<file path="config.mk">
export PLATFORM = sky130hd
export DESIGN_NAME = slot_scheduler_flat
export DESIGN_NICKNAME = d
export VERILOG_FILES = /design/src/rtl/slot_pkg.sv /design/src/rtl/slot_scheduler_if.sv /design/src/rtl/slot_counter.sv /design/src/rtl/slot_scheduler.sv /design/src/flat_wrapper.sv
export SDC_FILE = /design/constraint.sdc
export NUM_CORES = 1
export LEC_CHECK = 0
export CORE_ASPECT_RATIO = 0.6
export CORE_MARGIN = 2
export CORE_UTILIZATION = 57
export DETAILED_ROUTE_END_ITERATION = 16
export GPL_TIMING_DRIVEN = 0
export PLACE_DENSITY = 0.89
export SLEW_MARGIN = 0
export SYNTH_ARGS = -nofsm -noshare
export SYNTH_HDL_FRONTEND = slang
export SYNTH_SLANG_ARGS = --single-unit
export TNS_END_PERCENT = 1
</file>
<file path="constraint.sdc">
create_clock -name clock -period 2.9 [get_ports clock]
set_input_delay 0.58 -clock clock [delete_from_list [all_inputs] [get_ports clock]]
set_output_delay 0.58 -clock clock [all_outputs]
set_load 0.01 [all_outputs]
</file>
<file path="src/rtl/slot_pkg.sv">
// Shared definitions for the TDM slot scheduler.
//   NUM_REQ / NUM_SLOTS : requester count and frame length
//   slot_t / owner_t    : slot index and requester index types
//   slot_entry_t        : one slot-table entry {en, owner}
//   owner_onehot()      : requester index to one-hot grant vector
package slot_pkg;

    localparam int NUM_REQ   = 4;
    localparam int NUM_SLOTS = 13;

    typedef logic [3:0] slot_t;
    typedef logic [1:0] owner_t;

    typedef struct packed {
        logic   en;
        owner_t owner;
    } slot_entry_t;

    localparam slot_t LAST_SLOT = 4'd12;

    function automatic logic [3:0] owner_onehot(input owner_t o);
        logic [3:0] v;
        case (o)
            2'd0:    v = 4'b0001;
            2'd1:    v = 4'b0010;
            2'd2:    v = 4'b0100;
            2'd3:    v = 4'b1000;
            default: v = 4'b0000;
        endcase
        return v;
    endfunction

endpackage

</file>
<file path="src/rtl/slot_scheduler_if.sv">
// Bus bundle for slot_scheduler.
//   master : frame control, requests and slot-table writes driven in,
//            grant/slot/rr_used observed.
//   slave  : the scheduler side of the same signals.
interface slot_scheduler_if;
    import slot_pkg::*;

    logic        run;
    logic [3:0]  req;
    logic        cfg_we;
    slot_t       cfg_addr;
    owner_t      cfg_owner;
    logic        cfg_en;
    logic [3:0]  gnt;
    slot_t       slot;
    logic        rr_used;

    modport master (
        output run, req, cfg_we, cfg_addr, cfg_owner, cfg_en,
        input  gnt, slot, rr_used
    );

    modport slave (
        input  run, req, cfg_we, cfg_addr, cfg_owner, cfg_en,
        output gnt, slot, rr_used
    );

endinterface

</file>
<file path="src/rtl/slot_counter.sv">
// Mod-13 TDM slot counter.
//   clock : rising-edge clock
//   reset : synchronous active-high reset, counter returns to slot 0
//   run   : advance enable, counter holds while low
//   count : current slot index 0..12
import slot_pkg::*;

module slot_counter (
    input  logic  clock,
    input  logic  reset,
    input  logic  run,
    output slot_t count
);

    slot_t count_r;

    // Slot index: wraps from the last slot back to 0, frozen while run is low.
    always_ff @(posedge clock) begin
        if (reset) begin
            count_r <= 4'd0;
        end else if (run) begin
            if (count_r == LAST_SLOT) begin
                count_r <= 4'd0;
            end else begin
                count_r <= count_r + 4'd1;
            end
        end else begin
            count_r <= count_r;
        end
    end

    assign count = count_r;

endmodule

</file>
<file path="src/rtl/slot_scheduler.sv">
// TDM slot scheduler with round-robin fallback.
//   clock : rising-edge clock
//   reset : synchronous active-high reset (wins over run and cfg writes)
//   bus   : slave side of slot_scheduler_if
//           run/req in, cfg_we/cfg_addr/cfg_owner/cfg_en slot-table write,
//           gnt/slot/rr_used registered result, one cycle after sampling.
// Each slot has a reserved owner; if that owner is idle or the slot is not
// reserved, the slot is offered round-robin to the other requesters.
import slot_pkg::*;

module slot_scheduler #(
    parameter int NUM_REQ   = slot_pkg::NUM_REQ,
    parameter int NUM_SLOTS = slot_pkg::NUM_SLOTS
) (
    input  logic              clock,
    input  logic              reset,
    slot_scheduler_if.slave   bus
);

    slot_t       count_s;
    slot_entry_t table_r [NUM_SLOTS];
    slot_entry_t cur_entry_s;

    logic [3:0]  gnt_r;
    slot_t       slot_r;
    logic        rr_used_r;
    owner_t      rr_ptr_r;

    logic        owner_hit_s;
    logic        rr_found_s;
    owner_t      rr_sel_s;
    logic [3:0]  gnt_next_s;
    logic        rr_used_next_s;
    owner_t      rr_ptr_next_s;

    slot_counter u_counter (
        .clock (clock),
        .reset (reset),
        .run   (bus.run),
        .count (count_s)
    );

    // The entry read here is the pre-write value, so a write to the slot
    // under arbitration only takes effect at that slot's next visit.
    assign cur_entry_s = table_r[count_s];

    // Slot table: reset to one reserved slot per requester in rotation;
    // writes to indices past the last slot are dropped.
    always_ff @(posedge clock) begin
        if (reset) begin
            for (int i = 0; i < NUM_SLOTS; i++) begin
                table_r[i].en    <= 1'b1;
                table_r[i].owner <= owner_t'(i % NUM_REQ);
            end
        end else if (bus.cfg_we && (bus.cfg_addr <= LAST_SLOT)) begin
            table_r[bus.cfg_addr].en    <= bus.cfg_en;
            table_r[bus.cfg_addr].owner <= bus.cfg_owner;
        end else begin
            table_r <= table_r;
        end
    end

    // Round-robin search: first requester at or after rr_ptr. Scanning the
    // offsets downward lets the smallest offset be the last one written.
    always_comb begin
        rr_found_s = 1'b0;
        rr_sel_s   = rr_ptr_r;
        for (int i = NUM_REQ - 1; i >= 0; i--) begin
            if (bus.req[rr_ptr_r + owner_t'(i)]) begin
                rr_found_s = 1'b1;
                rr_sel_s   = rr_ptr_r + owner_t'(i);
            end else begin
                rr_found_s = rr_found_s;
            end
        end
    end

    // Grant decision: reserved owner first, then round-robin, else idle.
    always_comb begin
        owner_hit_s    = cur_entry_s.en && bus.req[cur_entry_s.owner];
        gnt_next_s     = 4'b0000;
        rr_used_next_s = 1'b0;
        rr_ptr_next_s  = rr_ptr_r;
        if (!bus.run) begin
            gnt_next_s = 4'b0000;
        end else if (owner_hit_s) begin
            gnt_next_s = owner_onehot(cur_entry_s.owner);
        end else if (rr_found_s) begin
            gnt_next_s     = owner_onehot(rr_sel_s);
            rr_used_next_s = 1'b1;
            rr_ptr_next_s  = rr_sel_s + 2'd1;
        end else begin
            gnt_next_s = 4'b0000;
        end
    end

    // Registered outputs and round-robin pointer.
    always_ff @(posedge clock) begin
        if (reset) begin
            gnt_r     <= 4'b0000;
            slot_r    <= 4'd0;
            rr_used_r <= 1'b0;
            rr_ptr_r  <= 2'd0;
        end else begin
            gnt_r     <= gnt_next_s;
            slot_r    <= count_s;
            rr_used_r <= rr_used_next_s;
            rr_ptr_r  <= rr_ptr_next_s;
        end
    end

    assign bus.gnt     = gnt_r;
    assign bus.slot    = slot_r;
    assign bus.rr_used = rr_used_r;

endmodule

</file>
<file path="src/flat_wrapper.sv">
// flat-port wrapper written by rule: the top's interface ports become plain ports
module slot_scheduler_flat 
#(
    parameter int NUM_REQ   = slot_pkg::NUM_REQ,
    parameter int NUM_SLOTS = slot_pkg::NUM_SLOTS
)
  (clock, reset, bus_run, bus_req, bus_cfg_we, bus_cfg_addr, bus_cfg_owner, bus_cfg_en, bus_gnt, bus_slot, bus_rr_used);
  slot_scheduler_if bus_i ();
  input  logic clock;
  input  logic reset;
  input wire logic [$bits(bus_i.run)-1:0] bus_run;
  input wire logic [$bits(bus_i.req)-1:0] bus_req;
  input wire logic [$bits(bus_i.cfg_we)-1:0] bus_cfg_we;
  input wire logic [$bits(bus_i.cfg_addr)-1:0] bus_cfg_addr;
  input wire logic [$bits(bus_i.cfg_owner)-1:0] bus_cfg_owner;
  input wire logic [$bits(bus_i.cfg_en)-1:0] bus_cfg_en;
  output wire logic [$bits(bus_i.gnt)-1:0] bus_gnt;
  output wire logic [$bits(bus_i.slot)-1:0] bus_slot;
  output wire logic [$bits(bus_i.rr_used)-1:0] bus_rr_used;
  assign bus_i.run = bus_run;
  assign bus_i.req = bus_req;
  assign bus_i.cfg_we = bus_cfg_we;
  assign bus_i.cfg_addr = bus_cfg_addr;
  assign bus_i.cfg_owner = bus_cfg_owner;
  assign bus_i.cfg_en = bus_cfg_en;
  assign bus_gnt = bus_i.gnt;
  assign bus_slot = bus_i.slot;
  assign bus_rr_used = bus_i.rr_used;
  slot_scheduler #(.NUM_REQ(NUM_REQ), .NUM_SLOTS(NUM_SLOTS)) u_core (.clock(clock), .reset(reset), .bus(bus_i));
endmodule
</file>
==> flow_summary.toml, run 1 <==
[outcome]
outcome = "complete, no violations"

[cts]
cts_resized = 0
clockRootBuffer = "clkbuf_8"
ctsHtreeMaxLevel = 2
cts.path.max_buffers = 2
cts_tree = "yes"
clk_latency_ns = 0.32
cts_sinks = 54
clk_pin_slew_ns = 0.11
cts_setup_buffers = 0
cts_hold_buf = 0
cts_buffers = 5

[yosys]
avgSynthCellArea_sq_um = 9.052
netlist_instances = 298
synth_area_leader_cell = "dfxtp_1"
yosys_register_bits = 54
synth_warnings = 0
ys_async_sr_fraction_pct = 0
synth_edf_count = 0
yosysMostFrequentCell = "dfxtp_1"
syn-num-nets = 319
ys.flop_type = "dfxtp_1"
ys_top_cells_by_count = "dfxtp_1, nor2_1, nand2_1"
synth_top_cell_area_share_pct = 40.07
seq_area_frac_synth_pct = 40.07
yosysUniqueCellTypes = 42
syn_area_sq_um = 2698
yosys-top-cells-area = "dfxtp_1, mux2i_1, a211o_1"

[floorplanning]
io_pins = 24
core_area_sq_um = 4564
die-area_sq_um = 5317
die_w_microns = 92.81
start_util_pct = 59.10
dieHeight_microns = 57.29
num_rows = 19

[worst_hold_path]
hold_path_depth = 2
hp-class = "reg -> reg"
hold_start = "u_core.table_r[36]"
holdPathEnd = "u_core.table_r[36]"

[place]
dp_hpwl_microns = 5193
io_buffers = 20
dpl_cell_area_sq_um = 2977
place_congestion = 0.8773

[route]
viasPerCell = 6.285
wl_per_cell_microns = 17.52
dr.pass1.iters = 6
drt-total-wl_microns = 6814
drc = 0
drt-initial-drc-count = 248
num_vias = 2445
ant_nets = 0

[finish]
drive_above_1_share_pct = 8.282
synthToLayoutAreaGrowth_pct = 14.05
fin_util_pct = 67.41
design.final.nets = 346
fill_cells = 371
antennaDiodeCount = 0
fin_area_sq_um = 3077

[power_and_ir_drop]
switchingPower_uw = 426.7
internal-power_uw = 1070
ir_drop_mv = 0.2944
p_comb_share_pct = 17.3
switching_share_pct = 28.52
clockPowerShare_pct = 30.8
leakagePower_uw = 0.001155
p_per_area_nw_per_um2 = 486.3
seqPwrFrac_pct = 51.9

[sta]
rsz0062_at_grt = "no"
post-route-period-util_pct = 86.53
fin_skew_ns = 0.01269
setup_tns_ns = 0
worst_pin_slew_ns = 0.6078
maxSlewHeadroom_pct = 59.48
finalCriticalPeriod_ns = 2.509
setup_viol = 0
hold_viol_final = 0
slew_violations = 0
fmax_mhz = 398.5

[critical_path]
r2r_start = "u_core.u_counter.count[1]"
crit_fanout = 10
crit_required_ns = 3.16
worstSetupEndpointType = "flop"
reg2regPathDepth = 9
path_class = "reg -> reg"
crit_path_start = "u_core.u_counter.count[1]"
start_kind = "flop"
reg2reg_slack_ns = 0.39
reg2reg_to = "u_core.bus.gnt[2]"
cp_data_arrival_time_ns = 2.77

[global_route]
grt_pass1_wl_microns = 10870
grt_max_degree = 18
grt-ovfl-total = 0
first_global_vias = 2181
antenna_found_initial = 0
grtUsageTotal_pct = 26.88

[flow_run]
maxCapViolations = 0
[metal layers]
layer / vias to the layer above / track usage, % / share of wire [%]
met2: 153 / 40.06 / 43
met5: - / 0 / 0
li1: 1109 / - / -
met3: 19 / 5.812 / 10
met4: 0 / 8.193 / 1.5
met1: 1164 / 39.54 / 45
[cell type report]
class                           count  area, sq um  area share (%)
Sequential cell                    54         1081           35.14
Tap cell                           63        78.83           2.562
Clock buffer                        6        82.58           2.684
Inverter                           12        45.04           1.464
Buffer                             21        93.84           3.050
Multi-Input combinational cell    211         1478           48.03
Clock inverter                      2        17.52          0.5693
Timing Repair Buffer               20        200.2           6.507
[flip-flops by register name, summed over array words and instances (netlist names)]
name / count
u_core.bus.gnt: 4
u_core.bus.rr_used: 1
u_core.bus.slot: 4
u_core.rr_ptr_r: 2
u_core.table_r: 39
u_core.u_counter.count: 4
[critical path, stage by stage (launching register included)]
cell     delay [ns]
dfxtp_1        0.35
buf_2          0.23
buf_4          0.24
nor2_1         0.07
a22oi_1        0.38
a211o_1        0.23
a41oi_2        0.13
o21ai_2        0.35
mux2_2         0.38
nor2_1         0.10
[cells in the final DEF, fill, tap and decap left out, types with 3 or more instances in the layout]
cell type / n
nand3_1: 5
dfxtp_1: 54
nand2_1: 25
o211ai_1: 7
buf_2: 3
mux2i_1: 22
a211o_1: 17
clkdlybuf4s50_1: 20
a21oi_1: 15
a31oi_1: 5
clkbuf_8: 6
o21ai_0: 3
or3_1: 5
inv_1: 12
and3_1: 3
nand2b_1: 7
nand3b_1: 6
mux4_2: 6
o22ai_1: 3
nor2_1: 37
nor2b_1: 14
nand4_1: 4
clkbuf_1: 14
ha_1: 6
[cell families (layout without fill, tap and decap cells)]
logic type / after synthesis / after routing / share of synthesized area [%]
AO/OA/AOI/OAI: 62 / 62 / 17.02
adder cells (fa/ha/maj): 6 / 6 / 2.783
buffers and inverters: 33 / 61 / 5.148
flip-flops: 54 / 54 / 40.07
multiplexers: 31 / 31 / 14.56
AND/OR/NAND/NOR: 112 / 112 / 20.41
[worst max-delay path by stage]
stage | end | depth (start not counted)
after global placement | u_core.bus.gnt[2] | 10
final | u_core.bus.gnt[2] | 9
after global routing | u_core.bus.gnt[2] | 9
after detailed placement | u_core.bus.gnt[2] | 10
after CTS | u_core.bus.gnt[2] | 9
after floorplan | u_core.bus.gnt[0] | 8
[through the flow]
| stage | setup slack (ns) | power [uW] | std cells | hold slack [ns] |
|---|---|---|---|---|
| 4_1_cts | 0.4093 | 1488 | 389 | 0.4685 |
| 5_1_grt | 0.2299 | 1551 | 389 | 0.4884 |
| 3_3_place_gp | 0.3731 | 1032 | 381 | 0.4368 |
| 2_1_floorplan | 0.7816 | 957.6 | 298 | 0.4298 |
| 3_5_place_dp | 0.3080 | 1047 | 381 | 0.4495 |
| 6_report | 0.3907 | 1496 | 389 | 0.4683 |
[power by group through the flow]
stage / sequential (uW) / combinational (uW) / clock [uW]
floorplan: 793 / 165 / 0
global placement: 791 / 241 / 0
detailed placement: 793 / 254 / 0
CTS: 776 / 255 / 457
global route: 778 / 280 / 492
finish: 776 / 260 / 460
No activity file was read; power rests on OpenSTA's default activity.
==> inputs of run 2 (changes only) <==
Settings changed: RECOVER_POWER set to 50.
==> flow_summary.toml, run 2 (same netlist as run 1, synthesis figures left out) <==
[outcome]
outcome = "complete, no violations"

[route]
drt-total-wl_microns = 6798
num_vias = 2455
ant_nets = 0
wl_per_cell_microns = 17.48
drt-initial-drc-count = 249
viasPerCell = 6.311
dr.pass1.iters = 5
drc = 0

[sta]
worst_pin_slew_ns = 0.5899
setup_viol = 0
maxSlewHeadroom_pct = 60.59
rsz0062_at_grt = "no"
slew_violations = 0
hold_viol_final = 0
whs_ns = 0.4678
fmax_mhz = 398.1
setup_slack_ns = 0.3880
setup_tns_ns = 0
post-route-period-util_pct = 86.62
finalCriticalPeriod_ns = 2.512
fin_skew_ns = 0.01029

[cts]
clk_latency_ns = 0.32
clockRootBuffer = "clkbuf_8"
clk_pin_slew_ns = 0.11
cts_setup_buffers = 0
cts_sinks = 54
cts_resized = 0
cts.path.max_buffers = 2
cts_buffers = 5
ctsHtreeMaxLevel = 2
cts_tree = "yes"
cts_hold_buf = 0

[finish]
fill_cells = 371
drive_above_1_share_pct = 8.282
design.final.nets = 346
regMostFlops = "u_core.table_r"
fin_util_pct = 67.41
antennaDiodeCount = 0
layout_common_cells = "dfxtp_1, nor2_1, nand2_1"
layout_commonest_cell = "dfxtp_1"
synthToLayoutAreaGrowth_pct = 14.05
largest_reg_flops = 39

[floorplanning]
start_util_pct = 59.10
dieHeight_microns = 57.29
die-area_sq_um = 5317
io_pins = 24
die_w_microns = 92.81
core_area_sq_um = 4564
num_rows = 19

[critical_path]
cp_data_arrival_time_ns = 2.77
worstSetupEndpointType = "flop"
crit_fanout = 10
reg2regPathDepth = 9
start_kind = "flop"
path_class = "reg -> reg"
reg2reg_to = "u_core.bus.gnt[2]"
reg2reg_slack_ns = 0.39
crit_required_ns = 3.16
r2r_start = "u_core.u_counter.count[1]"

[global_route]
grtUsageTotal_pct = 26.88
antenna_found_initial = 0
grt-ovfl-total = 0
first_global_vias = 2181
grt_max_degree = 18
met3_usage_pct = 5.812
grt_pass1_wl_microns = 10870
met2_usage_pct = 40.06
grt.met1_usage_pct = 39.54
grt.busiest_layer = "met2"

[power_and_ir_drop]
ir_drop_mv = 0.2945
seqPwrFrac_pct = 52.1
switchingPower_uw = 423.9
clockPowerShare_pct = 30.7
switching_share_pct = 28.45
power_uw = 1490
internal-power_uw = 1066
leakagePower_uw = 0.001184
p_comb_share_pct = 17.3
p_per_area_nw_per_um2 = 484.4

[worst_hold_path]
hold_path_depth = 2
hp-class = "reg -> reg"
hold_start = "u_core.table_r[36]"
holdPathEnd = "u_core.table_r[36]"

[place]
dp_hpwl_microns = 5193
place_congestion = 0.8773
io_buffers = 20
dpl_worst_slack_ns = 0.3080

[flow_run]
maxCapViolations = 0
-- run 2: cell types whose count changed in the layout (fill, tap and decap cells not counted) --
cell / before / now
clkdlybuf4s50_1: 20 / 8
dlygate4sd3_1: 0 / 12
-- run 2: final cells by class --
cell class                      count  area [sq um]  area share [%]
Tap cell                           63         78.83           2.562
Clock buffer                        6         82.58           2.684
Buffer                             21         93.84           3.050
Inverter                           12         45.04           1.464
Sequential cell                    54          1081           35.14
Multi-Input combinational cell    211          1478           48.03
Timing Repair Buffer               20         200.2           6.507
Clock inverter                      2         17.52          0.5693
-- run 2: how the worst max path moves through the flow --
stage                                    from                 to  slack [ns]  cells after the start
floorplan           u_core.u_counter.count[0]  u_core.bus.gnt[0]        0.78                      8
global placement                   bus_req[1]  u_core.bus.gnt[2]        0.37                     10
detailed placement                 bus_req[2]  u_core.bus.gnt[2]        0.31                     10
CTS                 u_core.u_counter.count[1]  u_core.bus.gnt[2]        0.41                      9
global route        u_core.u_counter.count[1]  u_core.bus.gnt[2]        0.23                      9
finish              u_core.u_counter.count[1]  u_core.bus.gnt[2]        0.39                      9
-- run 2: routing by layer --
metal  up-vias  share of wire (%)
li1       1108                  -
met1      1175                 45
met3        21                 10
met4         0                1.5
met2       151                 43
met5         -                  0
-- run 2: power groups by stage --
stage	logic [uW]	registers, uW	clock network [uW]
after global placement	241	791	0
final	257	776	457
after CTS	255	776	457
after global routing	277	778	492
after floorplan	165	793	0
after detailed placement	254	793	0
-- run 2: critical path: stages (launching register included) --
cell	delay [ns]
dfxtp_1	0.35
buf_2	0.23
buf_4	0.24
nor2_1	0.07
a22oi_1	0.37
a211o_1	0.23
a41oi_2	0.13
o21ai_2	0.35
mux2_2	0.38
nor2_1	0.10
-- run 2: through the flow --
stage | cells | cell area, sq um
3_5_place_dp | 381 | 2977
5_1_grt | 389 | 3077
4_1_cts | 389 | 3077
6_report | 389 | 3077
3_3_place_gp | 381 | 2977
2_1_floorplan | 298 | 2698
